## src/rtl/config_cmd_if.sv

```systemverilog
// Bundle between the USB FIFO receiver, the command decoder and the config bus.
// The decoder sits on the slave side: it consumes bytes and produces register writes.
interface config_cmd_if;
    logic [7:0]  rx_data;
    logic        rx_strobe;
    logic [15:0] config_addr;
    logic [15:0] config_data;
    logic        config_strobe;
    logic        packet_done;
    logic [7:0]  err_count;

    modport master (
        output rx_data,
        output rx_strobe,
        input  config_addr,
        input  config_data,
        input  config_strobe,
        input  packet_done,
        input  err_count
    );

    modport slave (
        input  rx_data,
        input  rx_strobe,
        output config_addr,
        output config_data,
        output config_strobe,
        output packet_done,
        output err_count
    );
endinterface

```

## src/rtl/config_cmd_decoder.sv

```systemverilog
// Turns framed USB bytes (header, 3 address bytes, N x 3 data bytes) into config
// register writes with address auto-increment, resyncing on framing errors and stalls.
module config_cmd_decoder #(
    parameter int TIMEOUT_CYCLES = 65535,
    parameter int TIMEOUT_WIDTH  = 16
) (
    input  logic        mclk,
    input  logic        reset,
    config_cmd_if.slave bus
);

    typedef enum logic [2:0] {
        IDLE,
        ADDR0,
        ADDR1,
        ADDR2,
        DATA0,
        DATA1,
        DATA2
    } state_t;

    localparam bit TIMEOUT_EN = (TIMEOUT_CYCLES != 0);
    localparam logic [TIMEOUT_WIDTH-1:0] TIMEOUT_LAST =
        TIMEOUT_EN ? TIMEOUT_WIDTH'(TIMEOUT_CYCLES - 1) : '0;

    state_t                   state_q, state_d;
    logic [15:0]              workAddr_q;
    logic [15:0]              dataShift_q;
    logic [15:0]              configAddr_q;
    logic [15:0]              configData_q;
    logic [6:0]               remaining_q;
    logic [TIMEOUT_WIDTH-1:0] toCnt_q;
    logic                     configStrobe_q;
    logic                     packetDone_q;
    logic [7:0]               errCount_q;

    logic        isHeader;
    logic        isPayload;
    logic        timeoutHit;
    logic        emitWord;
    logic        lastWord;
    logic        errEvent;
    logic        shiftAddr;
    logic        finishAddr;
    logic        shiftData;
    logic [15:0] wordValue;

    assign isHeader  = bus.rx_strobe &  bus.rx_data[7];
    assign isPayload = bus.rx_strobe & ~bus.rx_data[7];
    // An arriving byte always beats the timeout on the same cycle.
    assign timeoutHit = TIMEOUT_EN && (state_q != IDLE) && !bus.rx_strobe
                        && (toCnt_q == TIMEOUT_LAST);
    assign wordValue  = {dataShift_q[13:0], bus.rx_data[1:0]};

    always_ff @(posedge mclk or posedge reset) begin
        if (reset) begin
            state_q <= IDLE;
        end else begin
            state_q <= state_d;
        end
    end

    always_comb begin
        state_d = state_q;
        if (isHeader) begin
            state_d = ADDR0;
        end else if (isPayload) begin
            case (state_q)
                IDLE:    state_d = IDLE;
                ADDR0:   state_d = ADDR1;
                ADDR1:   state_d = ADDR2;
                ADDR2:   state_d = DATA0;
                DATA0:   state_d = DATA1;
                DATA1:   state_d = DATA2;
                DATA2:   state_d = (remaining_q == 7'd0) ? IDLE : DATA0;
                default: state_d = IDLE;
            endcase
        end else if (timeoutHit) begin
            state_d = IDLE;
        end
    end

    always_comb begin
        emitWord   = 1'b0;
        errEvent   = 1'b0;
        shiftAddr  = 1'b0;
        finishAddr = 1'b0;
        shiftData  = 1'b0;
        case (state_q)
            IDLE:         errEvent   = isPayload;
            ADDR0, ADDR1: shiftAddr  = isPayload;
            ADDR2:        finishAddr = isPayload;
            DATA0, DATA1: shiftData  = isPayload;
            DATA2:        emitWord   = isPayload;
            default:      ;
        endcase
        if ((state_q != IDLE) && (isHeader || timeoutHit)) begin
            errEvent = 1'b1;
        end
        lastWord = emitWord && (remaining_q == 7'd0);
    end

    // Each value arrives as 7 + 7 + 2 bits, so shifting left fills exactly 16 bits.
    always_ff @(posedge mclk or posedge reset) begin
        if (reset) begin
            workAddr_q     <= '0;
            dataShift_q    <= '0;
            configAddr_q   <= '0;
            configData_q   <= '0;
            remaining_q    <= '0;
            toCnt_q        <= '0;
            configStrobe_q <= 1'b0;
            packetDone_q   <= 1'b0;
            errCount_q     <= '0;
        end else begin
            configStrobe_q <= emitWord;
            packetDone_q   <= lastWord;

            if (isHeader) begin
                remaining_q <= bus.rx_data[6:0];
            end else if (emitWord && (remaining_q != 7'd0)) begin
                remaining_q <= remaining_q - 7'd1;
            end

            if (shiftAddr) begin
                workAddr_q <= {workAddr_q[8:0], bus.rx_data[6:0]};
            end else if (finishAddr) begin
                workAddr_q <= {workAddr_q[13:0], bus.rx_data[1:0]};
            end else if (emitWord) begin
                workAddr_q <= workAddr_q + 16'd1;
            end

            if (shiftData) begin
                dataShift_q <= {dataShift_q[8:0], bus.rx_data[6:0]};
            end

            if (emitWord) begin
                configAddr_q <= workAddr_q;
                configData_q <= wordValue;
            end

            if (errEvent && (errCount_q != 8'hff)) begin
                errCount_q <= errCount_q + 8'd1;
            end

            if (bus.rx_strobe || (state_q == IDLE)) begin
                toCnt_q <= '0;
            end else begin
                toCnt_q <= toCnt_q + 1'b1;
            end
        end
    end

    assign bus.config_addr   = configAddr_q;
    assign bus.config_data   = configData_q;
    assign bus.config_strobe = configStrobe_q;
    assign bus.packet_done   = packetDone_q;
    assign bus.err_count     = errCount_q;

endmodule

```

## src/flat_wrapper.sv

```systemverilog
// flat-port wrapper written by rule: the top's interface ports become plain ports
module config_cmd_decoder_flat 
#(
    parameter int TIMEOUT_CYCLES = 65535,
    parameter int TIMEOUT_WIDTH  = 16
)
  (mclk, reset, bus_rx_data, bus_rx_strobe, bus_config_addr, bus_config_data, bus_config_strobe, bus_packet_done, bus_err_count);
  config_cmd_if bus_i ();
  input  logic mclk;
  input  logic reset;
  input wire logic [$bits(bus_i.rx_data)-1:0] bus_rx_data;
  input wire logic [$bits(bus_i.rx_strobe)-1:0] bus_rx_strobe;
  output wire logic [$bits(bus_i.config_addr)-1:0] bus_config_addr;
  output wire logic [$bits(bus_i.config_data)-1:0] bus_config_data;
  output wire logic [$bits(bus_i.config_strobe)-1:0] bus_config_strobe;
  output wire logic [$bits(bus_i.packet_done)-1:0] bus_packet_done;
  output wire logic [$bits(bus_i.err_count)-1:0] bus_err_count;
  assign bus_i.rx_data = bus_rx_data;
  assign bus_i.rx_strobe = bus_rx_strobe;
  assign bus_config_addr = bus_i.config_addr;
  assign bus_config_data = bus_i.config_data;
  assign bus_config_strobe = bus_i.config_strobe;
  assign bus_packet_done = bus_i.packet_done;
  assign bus_err_count = bus_i.err_count;
  config_cmd_decoder #(.TIMEOUT_CYCLES(TIMEOUT_CYCLES), .TIMEOUT_WIDTH(TIMEOUT_WIDTH)) u_core (.mclk(mclk), .reset(reset), .bus(bus_i));
endmodule
```

## config.mk

```make
export PLATFORM = sky130hd
export DESIGN_NAME = config_cmd_decoder_flat
export DESIGN_NICKNAME = d
export VERILOG_FILES = /design/src/rtl/config_cmd_if.sv /design/src/rtl/config_cmd_decoder.sv /design/src/flat_wrapper.sv
export SDC_FILE = /design/constraint.sdc
export NUM_CORES = 1
export LEC_CHECK = 0
export ABC_AREA = 1
export ABC_CLOCK_PERIOD_IN_PS = 6500
export CORE_MARGIN = 4
export CORE_UTILIZATION = 50
export DETAILED_ROUTE_END_ITERATION = 10
export GPL_TIMING_DRIVEN = 1
export PLACE_DENSITY = 0.8
export SLEW_MARGIN = 20
export SYNTH_ARGS = -nofsm -noshare
export SYNTH_HDL_FRONTEND = slang
export SYNTH_SLANG_ARGS = --single-unit
```

## constraint.sdc

```tcl
create_clock -name mclk -period 6.5 [get_ports mclk]
set_input_delay 0.65 -clock mclk [delete_from_list [all_inputs] [get_ports mclk]]
set_output_delay 0.65 -clock mclk [all_outputs]
set_load 0.02 [all_outputs]
```

==> results.toml, run 1 <==
[global_routing]
total_global_routing_overflow = 0
first_global_vias = 4040
total_global_routing_track_utilization_pct = 19.6
first_pass_grt_wire_length_mm = 18.5
grt_max_degree = 87
grt_antenna_before_repair = 0

[synth]
synth_area_mm2 = 0.00490
ys_seq_area_share_pct = 50.0
post-synth-top-area-fraction_pct = 50.0
ys_ff_latch = 98
synth_enable_flop_cells = 0
yosys_warnings = 0
netlist-cell-type-count = 33
synth.largest_area_cell = "dfrtp_1"
synth_async_sr_flop_share_pct = 100
postSynthNetCount = 639
postSynthCellCount = 623
synth.avg_cell_area_um2 = 7.87
dominantRegCellSynth = "dfrtp_1"
synth.top_cells.by_area = "dfrtp_1 (50%), nand2_1 (12%), o21ai_0 (6.8%)"

[cells_and_area]
final-instance-count-excl-fill = 804
count_of_nets_after_finishing = 686
fillCellCount = 814
multiInputGateArea_mm2 = 0.00206
final_layout_size_suffix_gt1_share_pct = 5.19
antenna-diode-count = 0
fin_util_pct = 61.4
area.sequential_mm2 = 0.00245
flow.area_growth_from_synthesis_pct = 17.3

[cts]
clock_insertion_delay_worst_skew_ps = 370
ctsResizeCount = 0
cts_tree = "yes"
post-cts-setup-buffers = 0
worst_setup_hold_path_clk_slew_ps = 100
clock_tree.root_cell = "clkbuf_8"
postCtsHoldBufs = 0
cts.sinks = 98
cts-root-to-sink-buffers = 2
cts_htree_levels = 3
cts-buffers-inserted = 9

[worst_setup_path]
critical_path.startpoint_type = "primary input"
timing.critical_path.fanout_max = 59
category_of_the_most_critical_setup_path = "in -> reg"
crit_required_ps = 6760
setup.worst_path.end_class = "flip-flop"
crit_arrival_ps = 2910

[floorplanning]
core_area_mm2 = 0.00937
die_width_um = 107
chip_height_um = 107
start_util_pct = 52.3
die_area_mm2 = 0.0115
cell_rows = 35
floorplan.io_pins = 53

[power_and_ir_drop]
worst_ir_drop_vdd_mv = 0.177
power.leakage_nw = 2.80
power_density_mw_per_mm2 = 331
fin_total_pwr_mw = 1.90

[sta]
tns_ps = 0
worst_slew_margin_rel_pct = 49.4
grt_setup_unrepaired = "false"
layout_worst_path_cycle_share_pct = 40.7
report.final.setup_viol = 0
timing.hold.ws_ps = 483
final-hold-violation-count = 0
finalWorstPathRequiredPeriod_ps = 2650
clock-skew-final_ps = 11.8
max_clock_freq_ghz = 0.378
final-max-slew-violation-count = 0
worst-slew-pin-transition_ps = 759

[drt]
detailedRoute.firstIterationViolations = 260
route.vias.total = 4214
post-route-drc-count = 0
route.final.wire_length_mm = 10.5
drtAntennaViolNets = 0
drt-pass1-iter-count = 5
viasPerCell = 5.24
wire_per_inst_um = 13.0

[flow_run]
drv.max_cap_violation_count = 0

[place]
hpwl_mm = 7.32
number_of_buffers_added_on_ports = 52
placed_cells_incl_taps = 787
routabilityCongestion = 0.903

[run_status]
run_status = "completed"

[min_path]
min-delay-path-class = "reg -> reg"
## worst max-delay path, cell delays in order
cell and delay, ps:
clkdlybuf4s50_1 490, inv_2 70, nor2_4 210, nand3_4 490, nand2_2 590, o21ai_0 200
a21oi_1 150, nor2_1 50
## Yosys cell counts (all sizes together), types with 2 or more instances
cell / count
nand2: 161
dfrtp: 98
o21ai: 83
inv: 80
nor2: 67
nand3: 39
a21oi: 20
nand4: 15
buf: 13
xor2: 9
o211ai: 6
clkbuf: 5
ha: 5
nor3: 5
xnor2: 5
o21bai: 4
a31oi: 2
## per-stage QoR
step / worst slack (ps) / area [um2]
floorplan: 3290 / 4900
global placement: 2980 / 5500
detailed placement: 2950 / 5500
CTS: 3350 / 5720
global route: 3540 / 5750
finish: 3850 / 5750
## cell type report
class	instances	share of cell area [%]
multi-input combinational	426	35.9
tap	129	2.81
sequential	98	42.6
clock inverter	7	1.70
clock buffer	9	2.15
timing repair buffer	54	9.51
inverter	81	5.31
## worst paths after layout
kind,startpoint,end,slack [ps],cells after the start
worst max-delay path,bus_rx_strobe,u_core.workAddr_q[14],3850,8
worst min-delay path,u_core.dataShift_q[13],u_core.bus.config_data[15],480,2
worst max register to register,u_core.state_q[1],u_core.workAddr_q[14],4220,7
worst min register to register,u_core.dataShift_q[13],u_core.bus.config_data[15],480,2
max in group asynchronous,reset,u_core.workAddr_q[8],4980,3
min in group asynchronous,reset,u_core.bus.config_data[4],520,2
## state kept, by name (all words and copies together) (netlist names)
| register | count |
|---|---|
| u_core.state_q | 3 |
| u_core.bus.err_count | 8 |
| u_core.dataShift_q | 14 |
| u_core.workAddr_q | 16 |
| u_core.bus.packet_done | 1 |
| u_core.remaining_q | 7 |
| u_core.bus.config_data | 16 |
| u_core.toCnt_q | 16 |
| u_core.bus.config_strobe | 1 |
| u_core.bus.config_addr | 16 |
## cell families after synthesis
group | after synthesis | share of synthesized area, %
AND/OR/NAND/NOR | 287 | 24.9
AO/OA/AOI/OAI | 120 | 13.2
buffers and inverters | 99 | 8.02
flip-flops | 98 | 50.0
XOR/XNOR | 14 | 2.50
adder cells (fa/ha/maj) | 5 | 1.28
## layout by cell type (no fill, tap or decap), drive strengths merged
| cell type | count |
|---|---|
| bufinv | 1 |
| xnor2 | 5 |
| inv | 82 |
| nand2 | 161 |
| nor3 | 5 |
| clkdlybuf4s50 | 52 |
| o211ai | 6 |
| a31oi | 2 |
| o221ai | 1 |
| o21a | 1 |
| nand4 | 15 |
| nand3 | 39 |
| a22oi | 1 |
| ha | 5 |
| o2111ai | 1 |
| o21bai | 4 |
| dfrtp | 98 |
| xor2 | 9 |
| clkbuf | 9 |
| buf | 2 |
| a21oi | 20 |
| a211oi | 1 |
| o21ai | 83 |
| clkinv | 5 |
| nor2 | 67 |
## layer usage
layer  vias to the layer above  part of all wire (%)  global-route usage (%)
met1                      1991                    46                    27.0
li1                       2103                     -                       -
met4                         0                   1.3                    5.48
met2                       110                    47                    31.4
met3                        10                   5.3                    3.97
met5                         -                     0                       0
## report_power, final
part	total [mW]	internal, mW	leakage [nW]	switching (mW)
combinational	0.598	0.240	1.41	0.358
clock	0.427	0.191	0.112	0.237
sequential	0.879	0.748	1.27	0.131
total	1.90	1.18	2.80	0.726
(Power assumes the default switching activity.)
==> run 2, diff against run 1 <==
--- a/config.mk
+++ b/config.mk
@@ -6,12 +6,12 @@
 export NUM_CORES = 1
 export LEC_CHECK = 0
 export ABC_AREA = 1
-export ABC_CLOCK_PERIOD_IN_PS = 6500
+export ABC_CLOCK_PERIOD_IN_PS = 2180
 export CORE_MARGIN = 4
 export CORE_UTILIZATION = 50
 export DETAILED_ROUTE_END_ITERATION = 10
 export GPL_TIMING_DRIVEN = 1
-export PLACE_DENSITY = 0.8
+export PLACE_DENSITY = 0.83
 export SLEW_MARGIN = 20
 export SYNTH_ARGS = -nofsm -noshare
 export SYNTH_HDL_FRONTEND = slang
==> constraint.sdc (replaced) <==
create_clock -name mclk -period 2.18 [get_ports mclk]
set_input_delay 0.218 -clock mclk [delete_from_list [all_inputs] [get_ports mclk]]
set_output_delay 0.218 -clock mclk [all_outputs]
set_load 0.02 [all_outputs]
==> results.toml, run 2 (synthesis gave the netlist of run 1 again) <==
[cts]
cts_htree_levels = 3
clock_tree.root_cell = "clkbuf_8"
cts_tree = "yes"
ctsResizeCount = 0
postCtsHoldBufs = 0
post-cts-setup-buffers = 0
cts-buffers-inserted = 9
cts-root-to-sink-buffers = 2
clock_insertion_delay_worst_skew_ps = 370
worst_setup_hold_path_clk_slew_ps = 100
cts.sinks = 98

[global_routing]
grt_max_degree = 99
total_global_routing_track_utilization_pct = 20.0
first_pass_grt_wire_length_mm = 18.8
total_global_routing_overflow = 0
grt_antenna_before_repair = 0
first_global_vias = 4196

[floorplanning]
cell_rows = 35
die_width_um = 107
start_util_pct = 52.3
core_area_mm2 = 0.00937
chip_height_um = 107
die_area_mm2 = 0.0115
floorplan.io_pins = 53

[cells_and_area]
final_layout_size_suffix_gt1_share_pct = 6.02
fin_util_pct = 61.7
final_common_cell = "nand2_1"
antenna-diode-count = 0
count_of_nets_after_finishing = 692
flow.area_growth_from_synthesis_pct = 18.0
final_cell_mix = "nand2_1 (156), dfrtp_1 (98), inv_1 (75)"

[power_and_ir_drop]
total_switching_power_mw = 2.15
power.leakage_nw = 2.81
power_density_mw_per_mm2 = 979
power_frac_comb_pct = 31.9
net_switching_fraction_of_the_power_pct = 38.0
worst_ir_drop_vdd_mv = 0.606
seq_power_share_pct = 46.4
power.internal_mw = 3.51
clock_power_share_pct = 21.7

[worst_setup_path]
timing.critical_path.fanout_max = 27
setup.worst_path.end_class = "flip-flop"
crit_arrival_ps = 1970
critical_path.startpoint_type = "flip-flop"
category_of_the_most_critical_setup_path = "reg -> reg"
crit_required_ps = 2450

[sta]
final-hold-violation-count = 0
layout_worst_path_cycle_share_pct = 78.1
clock-skew-final_ps = 13.5
max_clock_freq_ghz = 0.587
final-max-slew-violation-count = 0
worst-slew-pin-transition_ps = 512
grt_setup_unrepaired = "false"
finalWorstPathRequiredPeriod_ps = 1700
timing.hold.ws_ps = 348
tns_ps = 0
report.final.setup_viol = 0
worst_slew_margin_rel_pct = 65.9

[drt]
drt-pass1-iter-count = 5
detailedRoute.firstIterationViolations = 313
route.final.wire_length_mm = 10.7
wire_per_inst_um = 13.2
route.vias.total = 4306
drtAntennaViolNets = 0
viasPerCell = 5.32
post-route-drc-count = 0

[flow_run]
drv.max_cap_violation_count = 0

[run_status]
run_status = "completed"

[place]
hpwl_mm = 7.66
routabilityCongestion = 0.869
number_of_buffers_added_on_ports = 52

[min_path]
min-delay-path-class = "in -> async"
run 2: area by class of cell:
cell class / count / area (um2)
fillers: 827 / 3590
flip-flops and latches: 98 / 2450
multi-input cells: 426 / 2060
repair buffers: 60 / 593
inverters: 81 / 308
well taps: 129 / 161
clock buffers: 9 / 124
clock inverters: 7 / 87.6
run 2: power groups by stage:
stage          Clock [mW]  Combinational, mW  Sequential [mW]
2_1_floorplan           0               1.07             2.72
3_3_place_gp            0               1.73             2.63
3_5_place_dp            0               1.80             2.65
4_1_cts              1.26               1.81             2.62
5_1_grt              1.33               2.06             2.69
6_report             1.23               1.81             2.63
run 2: final timing paths:
| path | endpoint | cells past startpoint | start | slack [ps] |
|---|---|---|---|---|
| worst min-delay path | u_core.bus.config_data[2] | 3 | reset | 350 |
| worst max-delay path | u_core.workAddr_q[13] | 7 | u_core.state_q[0] | 480 |
| worst min register to register | u_core.bus.config_data[9] | 2 | u_core.dataShift_q[7] | 480 |
| max in group asynchronous | u_core.bus.config_addr[12] | 3 | reset | 1430 |
| min in group mclk | u_core.remaining_q[4] | 3 | bus_rx_data[4] | 470 |
| worst max register to register | u_core.workAddr_q[13] | 7 | u_core.state_q[0] | 480 |
run 2: routing by layer:
metal	track usage [%]	vias to the layer above	wire length [um]
met3	4.03	14	637
met1	25.1	2040	4780
met2	34.7	138	5180
met4	6.03	0	112
li1	-	2114	-
met5	0	-	0
run 2: metrics by stage:
stage               instances  instance area, um2  setup slack [ps]  total power, mW
CTS                       810                5780               470             5.69
finish                    810                5780               477             5.66
global placement          794                5570               230             4.37
global route              810                5780               258             6.08
detailed placement        794                5570               124             4.46
floorplan                 623                4900               604             3.79
run 2: worst max-delay path, cell delays in order (launching register included):
cell,delay (ps)
dfrtp_1,460
nand2_1,140
nor2_2,150
nand2_2,310
o21ai_0,270
inv_1,60
a21oi_1,160
nor2_1,60
==> run 3, diff against run 2 <==
--- a/config.mk
+++ b/config.mk
@@ -6,12 +6,12 @@
 export NUM_CORES = 1
 export LEC_CHECK = 0
 export ABC_AREA = 1
-export ABC_CLOCK_PERIOD_IN_PS = 2180
+export ABC_CLOCK_PERIOD_IN_PS = 1600
 export CORE_MARGIN = 4
 export CORE_UTILIZATION = 50
 export DETAILED_ROUTE_END_ITERATION = 10
 export GPL_TIMING_DRIVEN = 1
-export PLACE_DENSITY = 0.83
+export PLACE_DENSITY = 0.8
 export SLEW_MARGIN = 20
 export SYNTH_ARGS = -nofsm -noshare
 export SYNTH_HDL_FRONTEND = slang
==> constraint.sdc (replaced) <==
create_clock -name mclk -period 1.6 [get_ports mclk]
set_input_delay 0.16 -clock mclk [delete_from_list [all_inputs] [get_ports mclk]]
set_output_delay 0.16 -clock mclk [all_outputs]
set_load 0.02 [all_outputs]
==> results.toml, run 3 (synthesis gave the netlist of run 1 again) <==
[run_status]
run_status = "completed"

[drt]
route.final.wire_length_mm = 11.3
post-route-drc-count = 0
viasPerCell = 5.18
drt-pass1-iter-count = 4
wire_per_inst_um = 13.2
detailedRoute.firstIterationViolations = 268
route.vias.total = 4414
drtAntennaViolNets = 0

[min_path]
min-delay-path-class = "in -> async"

[cts]
worst_setup_hold_path_clk_slew_ps = 100
cts_htree_levels = 3
clock_tree.root_cell = "clkbuf_8"
cts-root-to-sink-buffers = 2
cts_tree = "yes"
cts.sinks = 98
cts-buffers-inserted = 9
clock_insertion_delay_worst_skew_ps = 370
postCtsHoldBufs = 0

[sta]
finalWorstPathRequiredPeriod_ps = 1560
layout_worst_path_cycle_share_pct = 97.5
clock-skew-final_ps = 9.21
grt_setup_unrepaired = "true"
worst-slew-pin-transition_ps = 408
final-hold-violation-count = 0
timing.hold.ws_ps = 134
worst_slew_margin_rel_pct = 72.7
final-max-slew-violation-count = 0
report.final.setup_viol = 0
max_clock_freq_ghz = 0.641

[floorplanning]
chip_height_um = 107
die_area_mm2 = 0.0115
die_width_um = 107
floorplan.io_pins = 53
start_util_pct = 52.3
core_area_mm2 = 0.00937
cell_rows = 35

[flow_run]
drv.max_cap_violation_count = 0

[global_routing]
total_global_routing_track_utilization_pct = 20.7
first_pass_grt_wire_length_mm = 19.5
first_global_vias = 4260
total_global_routing_overflow = 0
grt_antenna_before_repair = 0
grt_max_degree = 51

[power_and_ir_drop]
fin_total_pwr_mw = 8.11
power_density_mw_per_mm2 = 1300
power.leakage_nw = 3.11
worst_ir_drop_vdd_mv = 0.744

[worst_setup_path]
critical-path-slowest-cell = "dfrtp_1"
crit_arrival_ps = 1810
setup.worst_path.end_class = "flip-flop"
cell_chain_critical_path = "buf_4, inv_2, nand2_1, nand4_1, buf_12, o21ai_0, a21oi_1, o21ai_1"
cp.buffers_inverters = 3
crit_required_ps = 1850
timing.critical_path.slowest_cell_delay_ps = 440
timing.critical_path.fanout_max = 29
category_of_the_most_critical_setup_path = "reg -> reg"
timing.critical_path.max_delay_family = "flip-flops"
critical_path.startpoint_type = "flip-flop"

[cells_and_area]
fillCellCount = 803
count_of_nets_after_finishing = 734
final_layout_size_suffix_gt1_share_pct = 13.3
final_common_cell = "nand2_1"
antenna-diode-count = 0
final_cell_mix = "nand2_1 (154), dfrtp_1 (96), inv_1 (74)"
fin_util_pct = 66.6
flow.area_growth_from_synthesis_pct = 27.4

[place]
hpwl_mm = 8.09
routabilityCongestion = 0.899
number_of_buffers_added_on_ports = 52
## run 3: layout make-up
class	count	area [um2]	area share [%]
inverters	81	308	4.93
repair buffers	102	976	15.6
flip-flops and latches	98	2450	39.3
multi-input cells	426	2110	33.8
well taps	129	161	2.59
clock inverters	7	108	1.72
clock buffers	9	124	1.98
## run 3: per-layer routing
| metal | track usage [%] | part of all wire (%) | vias up |
|---|---|---|---|
| li1 | - | - | 2202 |
| met1 | 28.8 | 45 | 2085 |
| met2 | 33.1 | 49 | 111 |
| met3 | 3.97 | 4.7 | 16 |
| met4 | 6.12 | 1.5 | 0 |
| met5 | 0 | 0 | - |
## run 3: path summary, 6_finish.rpt
check / from / end / slack [ps] / cells past startpoint
min: reset / u_core.bus.config_data[9] / 130 / 2
min in group mclk: bus_rx_data[4] / u_core.remaining_q[4] / 400 / 3
max in group asynchronous: reset / u_core.state_q[2] / 960 / 3
min reg2reg: u_core.dataShift_q[8] / u_core.bus.config_data[10] / 480 / 2
max reg2reg: u_core.state_q[0] / u_core.workAddr_q[3] / 40 / 8
max: u_core.state_q[0] / u_core.workAddr_q[3] / 40 / 8
## run 3: worst register-to-register path: cells and delay by family (launching register included)
kind	cells	cell delay, ps
flip-flops	1	440
buffers and inverters	3	400
AO/OA/AOI/OAI	3	400
AND/OR/NAND/NOR	2	220
## run 3: repair_timing
item,CTS,global route
buffers inserted,0,5
hold endpoints to repair,0,0
resized for setup,6,21
pin swaps,0,4
endpoints found under the setup margin,7,28
## run 3: through the flow
stage          instance area (um2)  TNS, ps  setup WS (ps)  instances
2_1_floorplan                 4900        0           23.7        623
3_3_place_gp                  5910    -2150           -182        831
3_5_place_dp                  5910    -4270           -249        831
4_1_cts                       6140        0           11.7        847
5_1_grt                       6240    -88.1          -36.0        852
6_report                      6240        0           40.4        852
## run 3: power breakdown
group          total, mW  switching, mW  leakage (nW)  internal (mW)
sequential          3.56          0.516          1.27           3.04
clock               1.85          0.938         0.117          0.908
combinational       2.70           1.56          1.72           1.14
